## src/rtl/reg_pipe_pkg.sv

```systemverilog
// Shared constants and helpers for the elastic register pipe.
package reg_pipe_pkg;

  localparam int DEF_WIDTH = 8;
  localparam int DEF_DEPTH = 2;

  // Width needed to hold an occupancy count of 0..depth.
  function automatic int cnt_w(input int depth);
    return (depth < 1) ? 1 : $clog2(depth + 1);
  endfunction

endpackage

```

## src/rtl/reg_pipe_stage.sv

```systemverilog
// One elastic stage: a data register plus its valid bit.
// Optional preset input when ELASTIC_REG_PIPE_PRESET_EN is defined.
module reg_pipe_stage #(
  parameter int               WIDTH        = 8,
  parameter logic [WIDTH-1:0] RESET_VALUE  = '0
`ifdef ELASTIC_REG_PIPE_PRESET_EN
  , parameter logic [WIDTH-1:0] PRESET_VALUE = '1
`endif
) (
  input  logic             clk_i,
  input  logic             clr_i,
`ifdef ELASTIC_REG_PIPE_PRESET_EN
  input  logic             preset_i,
`endif
  input  logic             rdy_i,
  input  logic             up_vld_i,
  input  logic [WIDTH-1:0] up_dat_i,
  output logic             vld_o,
  output logic [WIDTH-1:0] dat_o,
  output logic             vld_d_o
);

  logic             vld_q, vld_d;
  logic [WIDTH-1:0] dat_q, dat_d;

  // Load from upstream when ready; data only moves with a valid word so
  // the register keeps the last delivered value once the pipe drains.
  always_comb begin
    vld_d = vld_q;
    dat_d = dat_q;
    if (rdy_i) begin
      vld_d = up_vld_i;
      if (up_vld_i) dat_d = up_dat_i;
    end
  end

  // State register; clear beats preset.
  always_ff @(posedge clk_i) begin
    if (clr_i) begin
      vld_q <= 1'b0;
      dat_q <= RESET_VALUE;
    end
`ifdef ELASTIC_REG_PIPE_PRESET_EN
    else if (preset_i) begin
      vld_q <= 1'b1;
      dat_q <= PRESET_VALUE;
    end
`endif
    else begin
      vld_q <= vld_d;
      dat_q <= dat_d;
    end
  end

  assign vld_o   = vld_q;
  assign dat_o   = dat_q;
  assign vld_d_o = vld_d;

endmodule

```

## src/rtl/elastic_reg_pipe.sv

```systemverilog
// Elastic register pipeline: DEPTH bubble-collapsing stages with a
// combinational ready chain and a registered occupancy count.
// Define ELASTIC_REG_PIPE_PRESET_EN to add the Preset input and PRESET_VALUE.
module elastic_reg_pipe
  import reg_pipe_pkg::*;
#(
  parameter int               WIDTH       = DEF_WIDTH,
  parameter int               DEPTH       = DEF_DEPTH,
  parameter logic [WIDTH-1:0] RESET_VALUE = '0
`ifdef ELASTIC_REG_PIPE_PRESET_EN
  , parameter logic [WIDTH-1:0] PRESET_VALUE = '1
`endif
) (
  input  logic                     Clock,
  input  logic                     Clr,
`ifdef ELASTIC_REG_PIPE_PRESET_EN
  input  logic                     Preset,
`endif
  input  logic [WIDTH-1:0]         D,
  input  logic                     In_Valid,
  output logic                     In_Ready,
  output logic [WIDTH-1:0]         Q,
  output logic [WIDTH-1:0]         Q_bar,
  output logic                     Out_Valid,
  input  logic                     Out_Ready,
  output logic [cnt_w(DEPTH)-1:0]  Count
);

  localparam int CW = cnt_w(DEPTH);

  logic [DEPTH:0]            rdy;
  logic [DEPTH-1:0]          vld_q;
  logic [DEPTH-1:0]          vld_d;
  logic [DEPTH-1:0]          up_vld;
  logic [DEPTH-1:0][WIDTH-1:0] dat_q;
  logic [DEPTH-1:0][WIDTH-1:0] up_dat;
  logic [CW-1:0]             count_q, count_d;

  assign rdy[DEPTH] = Out_Ready;

  genvar i;
  generate
    for (i = 0; i < DEPTH; i++) begin : g_stage
      // A stage can take a word if it is empty or its occupant moves on.
      assign rdy[i] = ~vld_q[i] | rdy[i+1];

      if (i == 0) begin : g_head
        assign up_vld[i] = In_Valid;
        assign up_dat[i] = D;
      end else begin : g_body
        assign up_vld[i] = vld_q[i-1];
        assign up_dat[i] = dat_q[i-1];
      end

      reg_pipe_stage #(
        .WIDTH        (WIDTH),
        .RESET_VALUE  (RESET_VALUE)
`ifdef ELASTIC_REG_PIPE_PRESET_EN
        , .PRESET_VALUE (PRESET_VALUE)
`endif
      ) u_stage (
        .clk_i    (Clock),
        .clr_i    (Clr),
`ifdef ELASTIC_REG_PIPE_PRESET_EN
        .preset_i (Preset),
`endif
        .rdy_i    (rdy[i]),
        .up_vld_i (up_vld[i]),
        .up_dat_i (up_dat[i]),
        .vld_o    (vld_q[i]),
        .dat_o    (dat_q[i]),
        .vld_d_o  (vld_d[i])
      );
    end
  endgenerate

  // Population of the next-state valid bits, so Count tracks v[] exactly.
  always_comb begin
    count_d = '0;
    for (int k = 0; k < DEPTH; k++) begin
      if (vld_d[k]) count_d = count_d + CW'(1);
    end
  end

  // Occupancy register with the same clear/preset priority as the stages.
  always_ff @(posedge Clock) begin
    if (Clr)         count_q <= '0;
`ifdef ELASTIC_REG_PIPE_PRESET_EN
    else if (Preset) count_q <= CW'(DEPTH);
`endif
    else             count_q <= count_d;
  end

  assign In_Ready  = rdy[0];
  assign Q         = dat_q[DEPTH-1];
  assign Q_bar     = ~dat_q[DEPTH-1];
  assign Out_Valid = vld_q[DEPTH-1];
  assign Count     = count_q;

endmodule

```

## config.mk

```make
export PLATFORM = sky130hd
export DESIGN_NAME = elastic_reg_pipe
export DESIGN_NICKNAME = d
export VERILOG_FILES = /design/src/rtl/reg_pipe_pkg.sv /design/src/rtl/reg_pipe_stage.sv /design/src/rtl/elastic_reg_pipe.sv
export SDC_FILE = /design/constraint.sdc
export NUM_CORES = 1
export LEC_CHECK = 0
export ABC_AREA = 1
export ABC_CLOCK_PERIOD_IN_PS = 2850
export BUFFER_PORTS_ARGS = -buffer_cell sky130_fd_sc_hd__clkbuf_2
export CAP_MARGIN = 40
export CORE_ASPECT_RATIO = 1.4
export CORE_MARGIN = 2
export CORE_UTILIZATION = 30
export DETAILED_ROUTE_END_ITERATION = 6
export GPL_TIMING_DRIVEN = 0
export MAX_ROUTING_LAYER = met4
export PLACE_DENSITY = 0.56
export SLEW_MARGIN = 20
export SYNTH_ARGS = -nofsm -noshare
export SYNTH_HDL_FRONTEND = slang
export SYNTH_SLANG_ARGS = --single-unit
```

## constraint.sdc

```tcl
create_clock -name Clock -period 2.85 [get_ports Clock]
set_input_delay 0.285 -clock Clock [delete_from_list [all_inputs] [get_ports Clock]]
set_output_delay 0.285 -clock Clock [all_outputs]
set_load 0.005 [all_outputs]
```

==> reports/results.ini, run 1 <==
[cts]
path_clk_slew_ns=0.07
cts_tree=yes
post_cts_buffers=0
cts-resized-gates=0
numCtsBuffers=3
hold_buffers=0
clockBufferDepth=2
clk_latency_ns=0.26
h-tree-depth=1
clockRootBuffer=clkbuf_8
cts.sinks=20

[timing]
worst_slew_pin_slew_ns=0.269
relSlewSlack_pct=82.0
setup_tns_ns=0
report.final.hold_viol_count=0
fmax_mhz=684
clock_skew_ns=0.000601
period_share_pct=51.3
grt_setup_unrepaired=false
slew_viol_final=0
hold-worst-slack_ns=0.194
setup_viol=0
fin_crit_ns=1.46

[floorplanning]
rows=24
fp.dieW_um=51.6
fp.coreArea_um2=3060
die_area_um2=3650
start_util_pct=31.1
num_io_pins=32
chipHeight_um=70.7

[synth]
yosysWarnings=0
netlist_instances=132
ys_types=15
syn_area_um2=953
ys_ff_latch=20
synth_fp_nets=144
syn_avg_cell_area_um2=7.22
synth_top_cell_by_area=dfxtp_1
synth.area.top_cells=dfxtp_1 (42%), nor2_1 (11%), inv_1 (8.7%)
yosysSeqAreaShare_pct=42.0
synth_top_area_share_pct=42.0

[detailed_routing]
wl_met3_um=83
viasPerCell=4.02
postRouteAntennaNets=0
met2_length_um=862
wl_met1_um=695
dr.pass1.iters=4
routed.top_layer=met4
wirelength_um=1690
drc=0
wire_per_inst_um=8.25
initialDrtViolationCount=5
vias=824

[cells_and_area]
num-fill-cells=348
area_growth_pct=28.3
drive_gt1_share_pct=30.7
diodes=0
post-route-util_pct=40.0
layout.nets=179
stdcell_area_um2=1220

[placement]
dp_hpwl_um=1390
place_congestion=0.747
dpl-instance-area_um2=1150
io_buffers=30

[global_route]
grt_pass1_vias=788
grt_pass1_wl_um=3130
antenna_found_initial=0
grt_max_degree=13
grt-ovfl-total=0
track_usage_pct=11.4

[critical_path]
arrival_ns=1.18
crit_fanout=10
cp.required_ns=2.57
worstSetupEndpointType=primary output
worstSetupPathType=reg -> out
start_kind=flop

[job]
max-cap-violations=0

[power_and_ir_drop]
pwr_density_cell_nw_per_um2=565
p_leak_uw=0.000655
ir_drop_mv=0.319

[worst_hold_path]
hold_class=in -> reg

[outcome]
status=complete, no violations

-- per-stage QoR --
stage / worst slack (ns) / std cells / total power [uW]
after global placement: 1.59 / 201 / 419
after CTS: 1.36 / 205 / 703
after floorplan: 1.81 / 132 / 386
after global routing: 1.31 / 205 / 732
after detailed placement: 1.59 / 201 / 422
final: 1.39 / 205 / 691
-- flip-flops by register name, summed over array words and instances (netlist names) --
register               cells
g_stage.u_stage.vld_o      2
g_stage.u_stage.dat_o     16
Count                      2
-- power by group --
| part | switching, uW | internal (uW) | leakage, uW |
|---|---|---|---|
| clock | 91.2 | 187 | 0.0000357 |
| combinational | 48.8 | 52.6 | 0.000453 |
| sequential | 11.6 | 299 | 0.000166 |
-- per-layer routing --
layer,up-vias,global-route usage (%)
met2,22,19.8
met3,4,1.27
met5,-,-
li1,454,-
met1,344,11.4
met4,0,7.89
-- placed cells by master (no fill, tap or decap), drive strengths merged --
master  instances
clkinv          1
nand3b          8
dfxtp          20
a21oi           9
inv            22
clkbuf         33
nand2          22
buf            13
nor2           27
bufinv          1
nand3          10
-- synth_stat cells --
master and n:
a21oi_1 8, a21oi_4 1, buf_2 2, buf_4 10
buf_6 1, clkinv_1 1, dfxtp_1 20, inv_1 22
nand2_1 21, nand2_2 1, nand3_1 8, nand3_2 1
nand3_4 1, nand3b_1 8, nor2_1 27
-- layout make-up --
type	instances	area, um2	share of cell area (%)
sequential	20	400	32.7
multi-input combinational	76	370	30.3
timing repair buffer	30	150	12.3
buffer	13	96.3	7.87
inverter	23	86.3	7.06
tap	39	48.8	3.99
clock buffer	3	41.3	3.37
clock inverter	1	30.0	2.45
-- logic make-up after synthesis --
logic type / share of synthesized area (%)
flops: 42.0
simple gates: 32.9
compound gates: 5.91
buf+inv: 19.2
-- path summary, 6_finish.rpt --
path,slack [ns],depth (start not counted),endpoint,startpoint
min reg2reg,0.48,2,g_stage[0].u_stage.dat_o[1],g_stage[0].u_stage.dat_o[1]
min,0.19,2,g_stage[0].u_stage.vld_o,Clr
max reg2reg,1.74,4,g_stage[0].u_stage.dat_o[3],g_stage[1].u_stage.vld_o
max,1.39,3,In_Ready,g_stage[1].u_stage.vld_o
-- critical path, cell delays in order, from the launching register on --
cell and delay (ns):
dfxtp_1 0.47, nand3_4 0.16, buf_6 0.17, clkbuf_2 0.11
(Power assumes the default switching activity.)
==> inputs of run 2 (changes only) <==
--- a/config.mk
+++ b/config.mk
@@ -6,7 +6,7 @@
 export NUM_CORES = 1
 export LEC_CHECK = 0
 export ABC_AREA = 1
-export ABC_CLOCK_PERIOD_IN_PS = 2850
+export ABC_CLOCK_PERIOD_IN_PS = 1300
 export BUFFER_PORTS_ARGS = -buffer_cell sky130_fd_sc_hd__clkbuf_2
 export CAP_MARGIN = 40
 export CORE_ASPECT_RATIO = 1.4
@@ -15,7 +15,7 @@
 export DETAILED_ROUTE_END_ITERATION = 6
 export GPL_TIMING_DRIVEN = 0
 export MAX_ROUTING_LAYER = met4
-export PLACE_DENSITY = 0.56
+export PLACE_DENSITY = 0.58
 export SLEW_MARGIN = 20
 export SYNTH_ARGS = -nofsm -noshare
 export SYNTH_HDL_FRONTEND = slang
==> constraint.sdc (replaced) <==
create_clock -name Clock -period 1.3 [get_ports Clock]
set_input_delay 0.13 -clock Clock [delete_from_list [all_inputs] [get_ports Clock]]
set_output_delay 0.13 -clock Clock [all_outputs]
set_load 0.005 [all_outputs]
==> reports/results.ini, run 2 (same netlist as run 1, synthesis figures left out) <==
[job]
max-cap-violations=0

[timing]
setup_tns_ns=0
report.final.hold_viol_count=0
grt_setup_unrepaired=false
setup_viol=0
fmax_mhz=826
period_share_pct=93.1
fin_crit_ns=1.21
worst_slew_pin_slew_ns=0.244
clock_skew_ns=0.00152
relSlewSlack_pct=83.7
worst_slack_ns=0.0894
slew_viol_final=0

[cts]
clockBufferDepth=2
clockRootBuffer=clkbuf_8
cts.sinks=20
clk_latency_ns=0.25
h-tree-depth=1
path_clk_slew_ns=0.07
cts_tree=yes
numCtsBuffers=3
hold_buffers=0

[global_route]
track_usage_pct=10.9
grt-ovfl-total=0
grt_max_degree=12
grt_pass1_vias=770
antenna_found_initial=0
grt_pass1_wl_um=2990

[cells_and_area]
drive_gt1_share_pct=31.7
layout.nets=180
mostFrequentLayoutCell=clkbuf_2
final_cell_mix=clkbuf_2 (30), nor2_1 (27), inv_1 (22)
area_growth_pct=27.6
largest_reg_flops=16
diodes=0

[floorplanning]
die_area_um2=3650
fp.dieW_um=51.6
chipHeight_um=70.7
num_io_pins=32
fp.coreArea_um2=3060
rows=24
start_util_pct=31.1

[critical_path]
regToRegStartpoint=g_stage[0].u_stage.vld_o
cp_cell_sequence=buf_4, nand3_4, buf_6, clkbuf_2
crit_slowest_cell=dfxtp_1
worstSetupPathType=reg -> out
crit_family=buffers and inverters
cpPeakStageDelay_ns=0.31
cp-startpoint=g_stage[0].u_stage.vld_o
cp.required_ns=1.17
arrival_ns=1.08
crit_buf_inv=3
crit_fanout=10
worstSetupEndpointType=primary output
start_kind=flop

[placement]
place_congestion=0.690
dp_hpwl_um=1420
preCtsSetupSlack_ns=0.182
io_buffers=30

[detailed_routing]
wire_per_inst_um=8.33
viasPerCell=4.06
dr.pass1.iters=2
wirelength_um=1720
vias=837
drc=0
postRouteAntennaNets=0
initialDrtViolationCount=8

[worst_hold_path]
hold_class=in -> reg
min-delay-start=Clr

[outcome]
status=complete, no violations

[power_and_ir_drop]
ir_drop_mv=0.548
pwr_density_cell_nw_per_um2=1120
p_leak_uw=0.000652

run 2: final cells by class:
cell class / count / area [um2]
inverters: 23 / 86.3
fillers: 340 / 1850
plain buffers: 13 / 96.3
clock buffers: 4 / 55.1
repair buffers: 31 / 158
multi-input cells: 76 / 370
flip-flops and latches: 20 / 402
well taps: 39 / 48.8
run 2: power breakdown:
group	switching, uW	internal (uW)
clock network	190	269
logic	108	116
registers	25.5	657
total	324	1040
run 2: path summary, 6_finish.rpt:
check,to,slack (ns),cells after the start
setup reg to reg,Count[0],0.26,7
hold reg to reg,g_stage[0].u_stage.dat_o[2],0.48,2
hold / removal,g_stage[0].u_stage.vld_o,0.05,2
setup / recovery,In_Ready,0.09,4
run 2: through the flow:
| stage | utilization, % | instances | cell area, um2 | total power (uW) | hold slack, ns |
|---|---|---|---|---|---|
| final | 39.7 | 206 | 1220 | 1370 | 0.0454 |
| after global placement | 37.6 | 201 | 1150 | 917 | 0.310 |
| after CTS | 39.7 | 206 | 1220 | 1390 | 0.0407 |
| after detailed placement | 37.6 | 201 | 1150 | 924 | 0.315 |
| after global routing | 39.7 | 206 | 1220 | 1440 | 0.0467 |
| after floorplan | - | 132 | 953 | 846 | 0.202 |
run 2: what timing repair did:
item                                    CTS  global route
endpoints found under the setup margin    1             0
gates resized for setup                   1             0
buffers inserted                          1             0
run 2: metal layers:
| layer | track usage [%] | share of wire, % | vias to the layer above |
|---|---|---|---|
| met4 | 7.02 | 2.9 | 0 |
| met3 | 1.27 | 4.4 | 5 |
| met1 | 10.8 | 40 | 352 |
| met2 | 19.2 | 52 | 23 |
| li1 | - | - | 457 |
| met5 | - | 0 | - |
